--- config.mk ---
export PLATFORM = sky130hd
export DESIGN_NAME = cpu_debug_tx_flat
export DESIGN_NICKNAME = d
export VERILOG_FILES = /design/src/rtl/cpu_debug_tx_if.sv /design/src/rtl/cpu_debug_tx.sv /design/src/flat_wrapper.sv
export SDC_FILE = /design/constraint.sdc
export NUM_CORES = 1
export LEC_CHECK = 0
export CAP_MARGIN = 20
export CORE_MARGIN = 8
export CORE_UTILIZATION = 49
export CTS_CLUSTER_DIAMETER = 150
export DETAILED_ROUTE_END_ITERATION = 6
export PLACE_DENSITY = 0.83
export RECOVER_POWER = 50
export SYNTH_ARGS = -nofsm -noshare
export SYNTH_HDL_FRONTEND = slang
export SYNTH_SLANG_ARGS = --single-unit
--- constraint.sdc ---
create_clock -name i_clk -period 2.2 [get_ports i_clk]
set_input_delay 0.33 -clock i_clk [delete_from_list [all_inputs] [get_ports i_clk]]
set_output_delay 0.33 -clock i_clk [all_outputs]
set_load 0.01 [all_outputs]
--- src/rtl/cpu_debug_tx_if.sv ---
// Halt/snapshot inputs and UART/status outputs of the CPU debug transmitter.
// The master drives the CPU side; the slave is the transmitter itself.
interface cpu_debug_tx_if;
   logic        i_halt;
   logic [10:0] i_pc;
   logic [15:0] i_acc;
   logic [15:0] i_inst;
   logic        o_tx;
   logic        o_busy;
   logic        o_done;

   modport master (
      output i_halt, i_pc, i_acc, i_inst,
      input  o_tx, o_busy, o_done
   );

   modport slave (
      input  i_halt, i_pc, i_acc, i_inst,
      output o_tx, o_busy, o_done
   );
endinterface

--- src/rtl/cpu_debug_tx.sv ---
// On a rising edge of halt, snapshots PC/ACC/INST and streams them as 8N1 UART bytes
// after a header byte. Define DBG_CHECKSUM_EN to append an XOR checksum byte.
module cpu_debug_tx #(
   parameter int          CLKS_PER_BIT = 5208,
   parameter logic [7:0]  HEADER       = 8'hA5
) (
   input  logic         i_clk,
   input  logic         i_rst,
   cpu_debug_tx_if.slave dbg
);

`ifdef DBG_CHECKSUM_EN
   localparam int NBYTES = 8;
`else
   localparam int NBYTES = 7;
`endif
   localparam int               CNT_W     = (CLKS_PER_BIT > 1) ? $clog2(CLKS_PER_BIT) : 1;
   localparam logic [CNT_W-1:0] CNT_LAST  = CNT_W'(CLKS_PER_BIT - 1);
   localparam logic [2:0]       LAST_BYTE = 3'(NBYTES - 1);

   typedef enum logic [2:0] {
      S_IDLE,
      S_START,
      S_DATA,
      S_STOP,
      S_DONE
   } state_t;

   state_t           state_q, state_d;
   logic [CNT_W-1:0] clk_cnt_q, clk_cnt_d;
   logic [2:0]       bit_idx_q, bit_idx_d;
   logic [2:0]       byte_idx_q, byte_idx_d;
   logic             halt_q;
   logic [10:0]      pc_q;
   logic [15:0]      acc_q;
   logic [15:0]      inst_q;

   logic             halt_edge;
   logic             bit_done;
   logic             capture;
   logic [7:0]       cur_byte;
   logic             tx;
   logic             busy;
   logic             done;

   assign halt_edge = dbg.i_halt & ~halt_q;
   assign bit_done  = (clk_cnt_q == CNT_LAST);

   always_comb begin
      cur_byte = HEADER;
      case (byte_idx_q)
         3'd0:    cur_byte = HEADER;
         3'd1:    cur_byte = {5'b0, pc_q[10:8]};
         3'd2:    cur_byte = pc_q[7:0];
         3'd3:    cur_byte = acc_q[15:8];
         3'd4:    cur_byte = acc_q[7:0];
         3'd5:    cur_byte = inst_q[15:8];
         3'd6:    cur_byte = inst_q[7:0];
`ifdef DBG_CHECKSUM_EN
         3'd7:    cur_byte = {5'b0, pc_q[10:8]} ^ pc_q[7:0] ^ acc_q[15:8] ^ acc_q[7:0]
                           ^ inst_q[15:8] ^ inst_q[7:0];
`endif
         default: cur_byte = HEADER;
      endcase
   end

   always_ff @(posedge i_clk or negedge i_rst) begin
      if (!i_rst) begin
         state_q    <= S_IDLE;
         clk_cnt_q  <= '0;
         bit_idx_q  <= '0;
         byte_idx_q <= '0;
         halt_q     <= 1'b0;
         pc_q       <= '0;
         acc_q      <= '0;
         inst_q     <= '0;
      end else begin
         state_q    <= state_d;
         clk_cnt_q  <= clk_cnt_d;
         bit_idx_q  <= bit_idx_d;
         byte_idx_q <= byte_idx_d;
         // Sampled every cycle so an edge seen outside IDLE is consumed, never queued.
         halt_q     <= dbg.i_halt;
         if (capture) begin
            pc_q   <= dbg.i_pc;
            acc_q  <= dbg.i_acc;
            inst_q <= dbg.i_inst;
         end
      end
   end

   always_comb begin
      state_d    = state_q;
      clk_cnt_d  = clk_cnt_q;
      bit_idx_d  = bit_idx_q;
      byte_idx_d = byte_idx_q;
      capture    = 1'b0;
      case (state_q)
         S_IDLE: begin
            if (halt_edge) begin
               state_d    = S_START;
               capture    = 1'b1;
               clk_cnt_d  = '0;
               bit_idx_d  = '0;
               byte_idx_d = '0;
            end
         end
         S_START: begin
            if (bit_done) begin
               clk_cnt_d = '0;
               bit_idx_d = '0;
               state_d   = S_DATA;
            end else begin
               clk_cnt_d = clk_cnt_q + 1'b1;
            end
         end
         S_DATA: begin
            if (bit_done) begin
               clk_cnt_d = '0;
               if (bit_idx_q == 3'd7) begin
                  state_d = S_STOP;
               end else begin
                  bit_idx_d = bit_idx_q + 3'd1;
               end
            end else begin
               clk_cnt_d = clk_cnt_q + 1'b1;
            end
         end
         S_STOP: begin
            if (bit_done) begin
               clk_cnt_d = '0;
               if (byte_idx_q == LAST_BYTE) begin
                  state_d = S_DONE;
               end else begin
                  byte_idx_d = byte_idx_q + 3'd1;
                  state_d    = S_START;
               end
            end else begin
               clk_cnt_d = clk_cnt_q + 1'b1;
            end
         end
         S_DONE:  state_d = S_IDLE;
         default: state_d = S_IDLE;
      endcase
   end

   // Outputs decode straight from state so reset forces the idle line level instantly.
   always_comb begin
      tx   = 1'b1;
      busy = 1'b0;
      done = 1'b0;
      case (state_q)
         S_START: begin
            tx   = 1'b0;
            busy = 1'b1;
         end
         S_DATA: begin
            tx   = cur_byte[bit_idx_q];
            busy = 1'b1;
         end
         S_STOP:  busy = 1'b1;
         S_DONE:  done = 1'b1;
         default: begin
            tx   = 1'b1;
            busy = 1'b0;
            done = 1'b0;
         end
      endcase
   end

   assign dbg.o_tx   = tx;
   assign dbg.o_busy = busy;
   assign dbg.o_done = done;

endmodule

--- src/flat_wrapper.sv ---
// flat-port wrapper written by rule: the top's interface ports become plain ports
module cpu_debug_tx_flat 
#(
   parameter int          CLKS_PER_BIT = 5208,
   parameter logic [7:0]  HEADER       = 8'hA5
)
  (i_clk, i_rst, dbg_i_halt, dbg_i_pc, dbg_i_acc, dbg_i_inst, dbg_o_tx, dbg_o_busy, dbg_o_done);
  cpu_debug_tx_if dbg_i ();
  input  logic i_clk;
  input  logic i_rst;
  input wire logic [$bits(dbg_i.i_halt)-1:0] dbg_i_halt;
  input wire logic [$bits(dbg_i.i_pc)-1:0] dbg_i_pc;
  input wire logic [$bits(dbg_i.i_acc)-1:0] dbg_i_acc;
  input wire logic [$bits(dbg_i.i_inst)-1:0] dbg_i_inst;
  output wire logic [$bits(dbg_i.o_tx)-1:0] dbg_o_tx;
  output wire logic [$bits(dbg_i.o_busy)-1:0] dbg_o_busy;
  output wire logic [$bits(dbg_i.o_done)-1:0] dbg_o_done;
  assign dbg_i.i_halt = dbg_i_halt;
  assign dbg_i.i_pc = dbg_i_pc;
  assign dbg_i.i_acc = dbg_i_acc;
  assign dbg_i.i_inst = dbg_i_inst;
  assign dbg_o_tx = dbg_i.o_tx;
  assign dbg_o_busy = dbg_i.o_busy;
  assign dbg_o_done = dbg_i.o_done;
  cpu_debug_tx #(.CLKS_PER_BIT(CLKS_PER_BIT), .HEADER(HEADER)) u_core (.i_clk(i_clk), .i_rst(i_rst), .dbg(dbg_i));
endmodule
==> results by group <==
GRT
  • Vias in the first global route: 2705
  • Global Route met2 Usage: 27.3%
  • Pin count of the biggest net entering global routing: 47
  • Total gr overflow: 0
  • Met1 Use GR: 20.3%
  • Gr busiest metal: met2
  • Number of antenna violations at the first check in global routing: 0
  • Gr usage total: 17.0%
  • Global-route wire length before repair: 13.0 mm
  • Met3 Use GR: 5.62%

Detailed routing
  • DRT iter0 DRCs: 251
  • DRC viols: 0
  • Routed Wire Length: 7.90 mm
  • Post-route ant nets: 0
  • Drt wl/cell: 17.8 um
  • Drt pass-1 iters: 5
  • Vias per inst: 5.93
  • DR vias: 2625

Placement
  • Placer's final routability congestion estimate: 0.893
  • HPWL after detailed placement: 5.51 mm
  • Dpl ws: -0.588 ns
  • Port bufs: 48
  • Post-DP Area: 3970 um^2

Clocking
  • Num CTS Buffers: 9
  • Max H-tree Level: 3
  • Clock Latency Late Sink: 0.34 ns
  • Clk buf depth: 2
  • CTS tree: done
  • Clk slew on worst S/H paths: 0.07 ns
  • CTS Sinks: 66
  • Clk root buf: clkbuf_8

Setup path
  • Crit path cell chain: buf_4 -> ha_2 -> ha_4 -> buf_4 -> a221oi_2 -> a31oi_1 -> o2111ai_1 -> a41oi_1 -> o31a_1 -> buf_2
  • Crit path from: u_core.byte_idx_q[1]
  • Critical path destination: dbg_o_tx
  • Reg-to-reg slack, setup: 0.23 ns
  • Worst setup path category: reg -> out
  • R2R cell count: 5
  • CP endpoint kind: primary output
  • CP max stage cell: dfrtp_1
  • Most used cell along the critical path: buf_4
  • Max incr delay on CP: 0.41 ns
  • Reg2reg start: u_core.bit_idx_q[0]
  • Crit path launch type: register
  • Crit path DAT: 2.49 ns
  • Worst EP required: 1.87 ns
  • Critical R2R Capture: u_core.state_q[0]
  • Crit Path Max Fanout: 5

Yosys
  • Synthesized area per cell: 11.4 um^2
  • Count leader, synth: dfrtp_1
  • Most area-hungry cell type in the Yosys netlist: dfrtp_1
  • Post-synthesis cell area: 3280 um^2
  • Async SR Flop Fraction: 100%
  • Syn_nets: 342
  • Synth Instances: 288
  • Sequential cell area fraction in the yosys report: 50.4%
  • Top cells by area, synth: dfrtp_1, mux2_2, ha_1, nand2_1, o21ai_0
  • Post-synth cell types: 49
  • Post-synth EDFFs: 0
  • Warnings, synthesis: 0
  • Top cells by count, synth: dfrtp_1, mux2_2, nand2_1
  • Synth top area share: 50.4%
  • Top_reg_cell synth: dfrtp_1
  • Register bit count reported by yosys: 66

Die
  • IO Pins: 49
  • Core Footprint: 6640 um^2
  • Chip height: 97.8 um
  • Starting Density: 49.3%
  • DIE AREA: 9560 um^2
  • Site Rows: 30
  • Die width: 97.8 um

Worst hold path
  • Hold WC Path Type: reg -> reg

STA
  • Fin Setup TNS: -0.623 ns
  • Worst Slack Setup Final: -0.623 ns
  • Fin crit period: 2.82 ns
  • Tightest Pin Transition: 1.30 ns
  • RSZ-0062 raised after global routing: yes
  • Relative slew margins: 13.2%
  • Peak Freq: 354 MHz
  • Final hold viol count: 0
  • Endpoints failing setup: 1
  • Final worst-path cycle share: 128%
  • Final Max Slew Viols: 0
  • Clock Skew: 0.00914 ns

Flow run
  • Max_cap viols: 0

Final layout
  • Area Overhead vs Synth: 31.3%
  • Share of post-route cells with drive strength above 1: 29.5%
  • Diode count: 0
  • FILL cells: 506
  • Design Area, Final: 4300 um^2
  • Final nets: 413

Status
  • Failing checks: setup timing
  • Status: finished, violations left

Power
  • Tot Pwr: 4230 uW
  • Leakage Power: 0.00176 uW
  • Pwr Density: 984 nW/um^2
  • Maximum vdd drop: 565 uV
## cell usage in the layout, fill, tap and decap left out, types with 4 or more instances in the layout
cell type / netlist / final
clkbuf_8: 0 / 9
nand3_1: 12 / 12
buf_4: 0 / 19
xor2_1: 4 / 4
mux2_2: 43 / 43
nor2_1: 11 / 9
nand2_1: 24 / 24
dfrtp_1: 66 / 65
nor3_1: 5 / 5
a21oi_1: 7 / 6
o21ai_0: 15 / 15
o21ai_1: 9 / 9
clkdlybuf4s50_1: 0 / 45
a222oi_1: 6 / 6
and3_1: 4 / 4
nand2b_1: 8 / 8
## logic make-up (layout without fill, tap and decap cells)
kind of cell	after synthesis	after routing	synth area share [%]
compound gates	62	62	13.0
flops	66	66	50.4
simple gates	80	80	13.2
xor+xnor	6	6	1.60
mux	47	47	16.1
buf+inv	19	94	2.60
fa+ha+maj	8	8	3.05
## worst min path at each step
stage | startpoint | end | depth (start not counted)
2_1_floorplan | i_rst | u_core.acc_q[0] | 0
3_3_place_gp | i_rst | u_core.inst_q[4] | 1
3_5_place_dp | i_rst | u_core.inst_q[4] | 1
4_1_cts | dbg_i_halt | u_core.halt_q | 1
5_1_grt | u_core.inst_q[3] | u_core.inst_q[3] | 1
6_report | u_core.inst_q[3] | u_core.inst_q[3] | 1
## timing repair
action | CTS | global route
endpoints found under the hold margin | 24 | 0
pin swaps | 5 | 6
resized for setup | 18 | 8
hold buffers | 1 | 0
setup endpoints to repair | 1 | 3
setup buffers | 1 | 3
## registers in the layout (all words and copies together) (netlist names)
signal / cells
u_core.bit_idx_q: 3
u_core.halt_q: 1
u_core.inst_q: 16
u_core.pc_q: 11
u_core.acc_q: 16
u_core.state_q: 3
u_core.byte_idx_q: 3
u_core.clk_cnt_q: 13
## worst max-delay path, delay by kind of cell, from the launching register on
family / cells / cell delay, ns
AO/OA/AOI/OAI: 5 / 0.94
buffers and inverters: 3 / 0.45
flip-flops: 1 / 0.41
adder cells (fa/ha/maj): 2 / 0.36
## per-stage QoR
| stage | std cells | util (%) | hold slack, ns |
|---|---|---|---|
| after floorplan | 288 | - | 0.0344 |
| after global placement | 423 | 59.7 | 0.339 |
| after detailed placement | 423 | 59.7 | 0.342 |
| after CTS | 440 | 64.0 | 0.443 |
| after global routing | 443 | 64.8 | 0.520 |
| final | 443 | 64.8 | 0.495 |
## per-layer routing
layer	wire length, um	share of wire, %	vias up
met2	4060	51	105
met4	122	1.5	0
met3	496	6.3	12
met5	0	0	-
met1	3220	41	1295
li1	-	-	1213
## power by group
part / total, uW / switching [uW] / internal, uW / leakage, uW
Clock: 1090 / 455 / 635 / 0.000102
Combinational: 1130 / 480 / 651 / 0.000841
Sequential: 2010 / 338 / 1680 / 0.000816
## layout make-up
cell class	instances	area, um^2	area share, %
multi-input combinational	203	1620	37.7
timing repair buffer	74	691	16.1
clock inverter	6	92.6	2.15
clock buffer	9	124	2.88
tap	80	100	2.33
inverter	5	21.3	0.494
sequential	66	1650	38.4
(Power assumes the default switching activity.)
